File: config.mk
export PLATFORM = sky130hd
export DESIGN_NAME = block_assembler
export DESIGN_NICKNAME = d
export VERILOG_FILES = /design/src/rtl/block_assembler.sv
export SDC_FILE = /design/constraint.sdc
export NUM_CORES = 1
export LEC_CHECK = 0
export CAP_MARGIN = 20
export CORE_MARGIN = 4
export CORE_UTILIZATION = 46
export CTS_CLUSTER_SIZE = 24
export DETAILED_ROUTE_END_ITERATION = 7
export PLACE_DENSITY_LB_ADDON = 0.05
export RECOVER_POWER = 25
export SLEW_MARGIN = 30
export SYNTH_ARGS = -nofsm -noshare
export SYNTH_HDL_FRONTEND = slang
export SYNTH_SLANG_ARGS = --single-unit
File: constraint.sdc
create_clock -name clk -period 3.3 [get_ports clk]
set_clock_uncertainty 0.05 [all_clocks]
set_input_delay 0.66 -clock clk [delete_from_list [all_inputs] [get_ports clk]]
set_output_delay 0.66 -clock clk [all_outputs]
set_load 0.02 [all_outputs]
File: src/rtl/block_assembler.sv
// block_assembler: captures a header and an inclusive nonce range on start, then
// sweeps the nonce and streams {header, nonce} blocks over a valid/ready handshake.
// The sweep ends on a hit from the hash core (found) or after the nonce_end block
// has been transferred.
// Optional feature macro: BLOCK_ASM_NONCE_BSWAP_EN byte-reverses the nonce field
// of block_out (little-endian order for the hash core); nonce_cur is unaffected.
module block_assembler #(
    parameter int HDR_W   = 96,
    parameter int NONCE_W = 32
) (
    input  logic                       clk,
    input  logic                       reset,
    input  logic                       start,
    input  logic [HDR_W-1:0]           header_in,
    input  logic [NONCE_W-1:0]         nonce_start,
    input  logic [NONCE_W-1:0]         nonce_end,
    input  logic                       found,
    input  logic                       block_ready,
    output logic [HDR_W+NONCE_W-1:0]   block_out,
    output logic                       block_valid,
    output logic [NONCE_W-1:0]         nonce_cur,
    output logic                       busy,
    output logic                       done,
    output logic                       exhausted
);

    typedef enum logic [1:0] {
        ST_IDLE = 2'd0,
        ST_RUN  = 2'd1,
        ST_DONE = 2'd2
    } state_t;

    state_t               state_q, state_d;
    logic [HDR_W-1:0]     hdr_q, hdr_d;
    logic [NONCE_W-1:0]   end_q, end_d;
    logic [NONCE_W-1:0]   nonce_q, nonce_d;
    logic                 valid_q, valid_d;
    logic                 busy_q, busy_d;
    logic                 done_q, done_d;
    logic                 exh_q, exh_d;
    logic [NONCE_W-1:0]   nonce_field;

    // Next-state and next-output decode; every output comes straight from a flop.
    always_comb begin
        state_d = state_q;
        hdr_d   = hdr_q;
        end_d   = end_q;
        nonce_d = nonce_q;
        valid_d = valid_q;
        busy_d  = busy_q;
        done_d  = 1'b0;
        exh_d   = exh_q;
        case (state_q)
            ST_IDLE: begin
                valid_d = 1'b0;
                busy_d  = 1'b0;
                if (start) begin
                    state_d = ST_RUN;
                    hdr_d   = header_in;
                    end_d   = nonce_end;
                    nonce_d = nonce_start;
                    valid_d = 1'b1;
                    busy_d  = 1'b1;
                    exh_d   = 1'b0;
                end
            end
            ST_RUN: begin
                // A hit wins over both exhaustion and the increment.
                if (found) begin
                    state_d = ST_DONE;
                    valid_d = 1'b0;
                    done_d  = 1'b1;
                    exh_d   = 1'b0;
                end else if (valid_q && block_ready) begin
                    if (nonce_q == end_q) begin
                        state_d = ST_DONE;
                        valid_d = 1'b0;
                        done_d  = 1'b1;
                        exh_d   = 1'b1;
                    end else begin
                        nonce_d = nonce_q + 1'b1;
                    end
                end
            end
            ST_DONE: begin
                state_d = ST_IDLE;
                valid_d = 1'b0;
                busy_d  = 1'b0;
            end
            default: begin
                state_d = ST_IDLE;
                valid_d = 1'b0;
                busy_d  = 1'b0;
            end
        endcase
    end

    // State and datapath registers; reset drops any in-flight block.
    always_ff @(posedge clk or negedge reset) begin
        if (!reset) begin
            state_q <= ST_IDLE;
            hdr_q   <= '0;
            end_q   <= '0;
            nonce_q <= '0;
            valid_q <= 1'b0;
            busy_q  <= 1'b0;
            done_q  <= 1'b0;
            exh_q   <= 1'b0;
        end else begin
            state_q <= state_d;
            hdr_q   <= hdr_d;
            end_q   <= end_d;
            nonce_q <= nonce_d;
            valid_q <= valid_d;
            busy_q  <= busy_d;
            done_q  <= done_d;
            exh_q   <= exh_d;
        end
    end

`ifdef BLOCK_ASM_NONCE_BSWAP_EN
    // Byte-reverse: nonce byte 0 lands in the most significant byte of the field.
    for (genvar gi = 0; gi < NONCE_W / 8; gi++) begin : g_bswap
        assign nonce_field[NONCE_W-1-8*gi -: 8] = nonce_q[8*gi +: 8];
    end
`else
    assign nonce_field = nonce_q;
`endif

    assign block_out   = {hdr_q, nonce_field};
    assign block_valid = valid_q;
    assign nonce_cur   = nonce_q;
    assign busy        = busy_q;
    assign done        = done_q;
    assign exhausted   = exh_q;

endmodule
==> results of run 1 <==
[synth_stat cells, drive strengths merged, types with 4 or more instances]
cell type / count
nand2: 402
dfrtp: 166
buf: 52
nor2: 42
clkbuf: 38
a21oi: 36
xor2: 32
a31oi: 22
o22a: 20
nor4: 10
nand4: 9
and3: 8
nand3: 6
nor3: 6
o21ai: 6
a41oi: 5
a22oi: 4
o22ai: 4
[cell type report]
class                      instances  area (um2)  share of cell area
tap                              220       275.3             0.02376
clock buffer                      18       439.2             0.03791
clock inverter                    13       170.2             0.01469
sequential                       166        4154              0.3586
multi-input combinational        643        3099              0.2676
inverter                           3       11.26           0.0009721
timing repair buffer             346        3435              0.2965
[worst max-delay path by stage]
| stage | start | endpoint | slack [ps] | cells after the start |
|---|---|---|---|---|
| floorplan | nonce_cur[17]$_DFFE_PN0P_ | nonce_cur[8]$_DFFE_PN0P_ | 1110 | 8 |
| global placement | nonce_cur[31]$_DFFE_PN0P_ | nonce_cur[12]$_DFFE_PN0P_ | 590 | 8 |
| detailed placement | nonce_cur[31]$_DFFE_PN0P_ | nonce_cur[12]$_DFFE_PN0P_ | 510 | 8 |
| CTS | nonce_cur[31]$_DFFE_PN0P_ | nonce_cur[18]$_DFFE_PN0P_ | 470 | 7 |
| global route | nonce_cur[2]$_DFFE_PN0P_ | nonce_cur[12]$_DFFE_PN0P_ | 250 | 8 |
| finish | nonce_cur[31]$_DFFE_PN0P_ | nonce_cur[18]$_DFFE_PN0P_ | 450 | 7 |
[flip-flops by register name, summed over array words and instances, names as in the netlist]
name         cells
exhausted        1
done             1
busy             1
end_q           32
state_q          2
nonce_cur       32
hdr_q           96
block_valid      1
[metrics by stage]
step	hold WS, ps	std cells
after floorplan	314.4	902
after global placement	406.0	1378
after detailed placement	411.2	1378
after CTS	58.72	1409
after global routing	438.3	1409
final	421.4	1409
[worst reg2reg max path, stage by stage (launching register included)]
cell and delay [ps]:
dfrtp_1 430, xor2_1 160, nor4_1 490, nand4_1 270
o2111ai_4 520, buf_4 300, mux2_2 350, nor3_1 180
[logic make-up (layout without fill, tap and decap cells)]
family,Yosys count,after routing,share of synthesized area
mux,2,2,0.002750
buf+inv,93,380,0.06454
fa+ha+maj,1,1,0.001617
compound gates,116,116,0.1037
simple gates,492,492,0.2541
flops,166,166,0.5370
xor+xnor,32,32,0.03623
[routing by layer]
layer	up-vias	track usage	share of wire
met5	-	0	0
met1	3361	0.3285	0.39
met2	353	0.4233	0.49
met3	36	0.09496	0.10
met4	0	0.08537	0.024
li1	3469	-	-
[power by group through the flow]
stage | combinational [mW] | clock [mW] | sequential, mW
2_1_floorplan | 2.14 | 0 | 4.37
3_3_place_gp | 5.21 | 0 | 3.71
3_5_place_dp | 5.23 | 0 | 3.74
4_1_cts | 5.26 | 2.11 | 3.72
5_1_grt | 5.62 | 2.21 | 3.84
6_report | 5.22 | 2.06 | 3.72
[placed cells by master (no fill, tap or decap), types with 3 or more instances in the layout]
cell type / synthesis / layout
nor4_1: 10 / 10
clkbuf_16: 0 / 17
buf_4: 33 / 14
clkdlybuf4s50_1: 0 / 327
xor2_1: 32 / 32
nor2_1: 41 / 41
inv_6: 0 / 3
nand4_1: 9 / 9
nor3_1: 5 / 5
and3_1: 8 / 8
dfrtp_1: 166 / 166
a21oi_1: 36 / 36
nand2_1: 402 / 401
o22a_1: 20 / 20
o21ai_0: 6 / 6
inv_1: 3 / 3
o22ai_1: 4 / 4
nand3_1: 6 / 6
bufinv_16: 0 / 3
a41oi_1: 5 / 5
a31oi_1: 22 / 22
a22oi_1: 4 / 4
==> out/qor.yml, run 1 <==
outcome:
  status: "finished, violations left"
  violations: "capacitance limit, slew limit"
cts:
  cts_tree: "yes"
  clk_pin_slew_ps: 70
  cts_buffer_depth: 2
  cts_made_buffers: 17
  worstSkewPairLatency_ps: 420
  cts_root_buf: "clkbuf_16"
  cts-htree-levels: 4
  hold_buffers: 0
  clkSinkCount: 166
  cts_resized: 0
  cts_setup_buffers: 0
cells_and_area:
  nets: 1343
  drive_gt1_frac: 0.04878
  final_area_um2: 11580
  area_growth_pct: 49.76
  num_antenna_cells: 0
  final_util: 0.7010
  n_fill_cell: 1327
synth:
  synth_nets: 1068
  synth_ff_type: "dfrtp_1"
  ys_types: 45
  yosysTopAreaCellShare: 0.5370
  synthArstFlopShare: 1.000
  yosysWarnings: 0
  synth_seq_cells: 166
  synth_edf_count: 0
  synthCells: 902
  synth_top_area_cell: "dfrtp_1"
  synth_area_um2: 7735
  ys_top_cells_by_area: "dfrtp_1, nand2_1, xor2_1, buf_4, a21oi_1"
  synth.avg_cell_area_um2: 8.575
  synth-seq-area-share: 0.5370
route:
  viasPerCell: 5.123
  routed_wl_mm: 25.33
  drtIter0Drc: 589
  antenna_left: 0
  vias: 7219
  drt_first_pass_iters: 5
  wl_per_cell_um: 17.97
  route.detailed.drc: 0
power:
  p_int_mw: 6.495
  swShare: 0.4094
  combPwrFrac: 0.474
  sequentialPowerShare: 0.338
  peakVddDrop_mv: 0.4581
  clkPwrFrac: 0.188
  leakagePower_nw: 5.346
  power_density_nw_per_um2: 949.4
  finalPower_mw: 11.00
  p_switching_mw: 4.503
floorplanning:
  start_util: 0.4681
  num_rows: 47
  io-pin-count: 329
  fp.dieH_um: 137.7
  dieArea_um2: 18950
  die_x_um: 137.7
  core_area_um2: 16520
timing:
  tightest_slew_ps: 1710
  setup_viol: 0
  rsz0062_at_grt: "false"
  drv_slew: 31
  max_freq_mhz: 351.3
  period_share: 0.8626
  fin_tns_setup_ps: 0
  relSlewSlack: -0.1397
  finalWorstSetupSlack_ps: 453.4
  hold_violations: 0
  fin_crit_ps: 2847
critical_path:
  worstRegToRegCells: 7
  path_class: "flop to flop"
  reg2reg_to: "nonce_cur[18]$_DFFE_PN0P_"
  slowest_stage: "o2111ai_4"
  path_delay_family: "simple AND/OR/NAND/NOR gates"
  critPathCaptureType: "flop"
  worstPathArrival_ps: 3130
  crit_fanout: 17
  cp.required_ps: 3580
  critPathMaxStageDelay_ps: 520
  cp_cell_sequence: "xor2_1 > nor4_1 > nand4_1 > o2111ai_4 > buf_4 > mux2_2 > nor3_1"
  startpoint_type: "flop"
  r2r_start: "nonce_cur[31]$_DFFE_PN0P_"
  ff2ff_setup_slack_ps: 450
  crit_buf_inv: 1
global_routing:
  grt_pass1_wl_mm: 37.92
  grtUsageTotal: 0.2623
  antenna_found_initial: 0
  grt_pass1_vias: 6952
  grt_max_degree: 68
  gr-total-overflow: 0
placed_design:
  placed_area_um2: 11000
  gp_congestion: 0.9971
  preCtsSetupSlack_ps: 513.4
  io_buffers: 328
  hpwl_mm: 18.26
worst_hold_path:
  hp-start: "hdr_q[62]$_DFFE_PN0P_"
  worst_hold_path_type: "flop to flop"
  hold_depth: 2
  hold_end: "hdr_q[62]$_DFFE_PN0P_"
run:
  maxCapViolCount: 1
(Power assumes the default switching activity.)
==> run 2, diff against run 1 <==
--- a/config.mk
+++ b/config.mk
@@ -7,7 +7,7 @@
 export LEC_CHECK = 0
 export CAP_MARGIN = 20
 export CORE_MARGIN = 4
-export CORE_UTILIZATION = 46
+export CORE_UTILIZATION = 43
 export CTS_CLUSTER_SIZE = 24
 export DETAILED_ROUTE_END_ITERATION = 7
 export PLACE_DENSITY_LB_ADDON = 0.05
==> constraint.sdc (replaced) <==
create_clock -name clk -period 3 [get_ports clk]
set_clock_uncertainty 0.05 [all_clocks]
set_input_delay 0.6 -clock clk [delete_from_list [all_inputs] [get_ports clk]]
set_output_delay 0.6 -clock clk [all_outputs]
set_load 0.005 [all_outputs]
==> out/qor.yml, run 2 (same netlist as run 1, synthesis figures left out) <==
outcome:
  status: "finished, violations left"  # unchanged
  violations: "capacitance limit, slew limit"  # unchanged
worst_hold_path:
  worst_hold_path_type: "flop to flop"  # unchanged
timing:
  tightest_slew_ps: 2420  # was 1710 ps
  holdWs_ps: 424.1  # was 421.4 ps
  fin_tns_setup_ps: 0  # unchanged
  setup_viol: 0  # unchanged
  finalWorstSetupSlack_ps: 200.0  # was 453.4 ps
  period_share: 0.9333  # was 0.8626
  drv_slew: 42  # was 31
  fin_crit_ps: 2800  # was 2847 ps
  rsz0062_at_grt: "false"  # unchanged
  relSlewSlack: -0.6133  # was -0.1397
  hold_violations: 0  # unchanged
  max_freq_mhz: 357.1  # was 351.3 MHz
cells_and_area:
  final_cell_mix: "nand2_1, clkdlybuf4s50_1, dfrtp_1"  # unchanged
  layoutNonFillerInstCount: 1423  # was 1,409
  final_util: 0.6671  # was 0.7010
  drive_gt1_frac: 0.05514  # was 0.04878
  area_growth_pct: 50.73  # was 49.76%
  n_fill_cell: 1456  # was 1,327
  nets: 1351  # was 1,343
  largest_reg_flops: 96  # unchanged
  regMostFlops: "hdr_q"  # unchanged
  layout_commonest_cell: "nand2_1"  # unchanged
cts:
  hold_buffers: 0  # unchanged
  cts-htree-levels: 4  # unchanged
  cts_root_buf: "clkbuf_16"  # unchanged
  cts_resized: 0  # unchanged
  cts_setup_buffers: 0  # unchanged
  cts_tree: "yes"  # unchanged
  clkSinkCount: 166  # unchanged
  worstSkewPairLatency_ps: 430  # was 420 ps
  cts_buffer_depth: 2  # unchanged
  cts_made_buffers: 17  # unchanged
  clk_pin_slew_ps: 70  # about the same
placed_design:
  preCtsSetupSlack_ps: 208.9  # was 513.4 ps
  dp.cells: 1391  # was 1,378
  gp_congestion: 0.9103  # was 0.9971
  io_buffers: 328  # unchanged
  hpwl_mm: 19.32  # was 18.26 mm
route:
  route.detailed.drc: 0  # unchanged
  wl_per_cell_um: 18.46  # was 17.97 um
  viasPerCell: 5.054  # was 5.123
  drtIter0Drc: 588  # was 589
  routed_wl_mm: 26.26  # was 25.33 mm
  drt_first_pass_iters: 5  # unchanged
  antenna_left: 0  # unchanged
  vias: 7192  # was 7,219
floorplanning:
  core_area_um2: 17480  # was 16,520 um2
  dieArea_um2: 20200  # was 18,950 um2
  start_util: 0.4426  # was 0.4681
  num_rows: 48  # was 47
  io-pin-count: 329  # unchanged
  fp.dieH_um: 142.1  # was 137.7 um
  die_x_um: 142.1  # was 137.7 um
critical_path:
  critPathCaptureType: "flop"  # unchanged
  path_class: "flop to flop"  # unchanged
  critPathMaxStageDelay_ps: 480  # was 520 ps
  crit_buf_inv: 1  # unchanged
  worstPathArrival_ps: 3100  # was 3130 ps
  path_delay_family: "simple AND/OR/NAND/NOR gates"  # unchanged
  ff2ff_setup_slack_ps: 200  # was 450 ps
  cp_cell_sequence: "xor2_1 > nor4_1 > nand4_1 > o2111ai_4 > buf_4 > mux2_2 > nor3_1"  # unchanged
  crit_fanout: 15  # was 17
  startpoint_type: "flop"  # unchanged
  cp.required_ps: 3300  # was 3580 ps
  slowest_stage: "nor4_1"  # was o2111ai_4
global_routing:
  gr-total-overflow: 0  # unchanged
  grt_max_degree: 80  # was 68
  grt_pass1_vias: 7234  # was 6,952
  grt_pass1_wl_mm: 40.78  # was 37.92 mm
  antenna_found_initial: 1  # was 0
  grtUsageTotal: 0.2613  # was 0.2623
power:
  peakVddDrop_mv: 0.5290  # was 0.4581 mV
  leakagePower_nw: 5.385  # was 5.346 nW
  power_density_nw_per_um2: 947.7  # was 949.4 nW/um2
run:
  maxCapViolCount: 1  # unchanged
-- run 2: final timing paths --
kind | startpoint | endpoint | depth (start not counted)
max in group asynchronous | reset | hdr_q[8]$_DFFE_PN0P_ | 2
worst min register to register | hdr_q[34]$_DFFE_PN0P_ | hdr_q[34]$_DFFE_PN0P_ | 2
min in group asynchronous | reset | hdr_q[37]$_DFFE_PN0P_ | 1
worst max-delay path | nonce_cur[31]$_DFFE_PN0P_ | nonce_cur[18]$_DFFE_PN0P_ | 7
worst max register to register | nonce_cur[31]$_DFFE_PN0P_ | nonce_cur[18]$_DFFE_PN0P_ | 7
worst min-delay path | hdr_q[34]$_DFFE_PN0P_ | hdr_q[34]$_DFFE_PN0P_ | 2
-- run 2: cell type report --
class                   count  area [um2]  area share
diodes                      1       2.502   0.0002146
clock buffers              17       425.4     0.03649
clock inverters            14       167.7     0.01438
inverters                   3       11.26   0.0009659
multi-input cells         643        3099      0.2658
flip-flops and latches    166        4154      0.3563
well taps                 225       281.5     0.02415
repair buffers            354        3517      0.3017
-- run 2: through the flow --
| stage | area [um2] | power [mW] |
|---|---|---|
| 2_1_floorplan | 7735 | 6.041 |
| 3_3_place_gp | 11090 | 8.816 |
| 3_5_place_dp | 11090 | 8.888 |
| 4_1_cts | 11680 | 11.17 |
| 5_1_grt | 11660 | 11.80 |
| 6_report | 11660 | 11.05 |
-- run 2: worst reg2reg max path: stages (launching register included) --
cell	delay, ps
dfrtp_1	460
xor2_1	210
nor4_1	480
nand4_1	300
o2111ai_4	410
buf_4	290
mux2_2	360
nor3_1	160
-- run 2: layer usage --
metal	up-vias	part of all wire	GRT usage
met4	0	0.017	0.06667
met1	3376	0.39	0.3187
met3	27	0.096	0.09879
met2	298	0.50	0.4388
li1	3491	-	-
met5	-	0	0
-- run 2: power breakdown --
group / internal (mW) / leakage (nW) / total (mW) / switching [mW]
registers: 3.17 / 2.02 / 4.01 / 0.838
logic: 2.69 / 3.08 / 4.81 / 2.12
clock network: 1.25 / 0.288 / 2.23 / 0.985
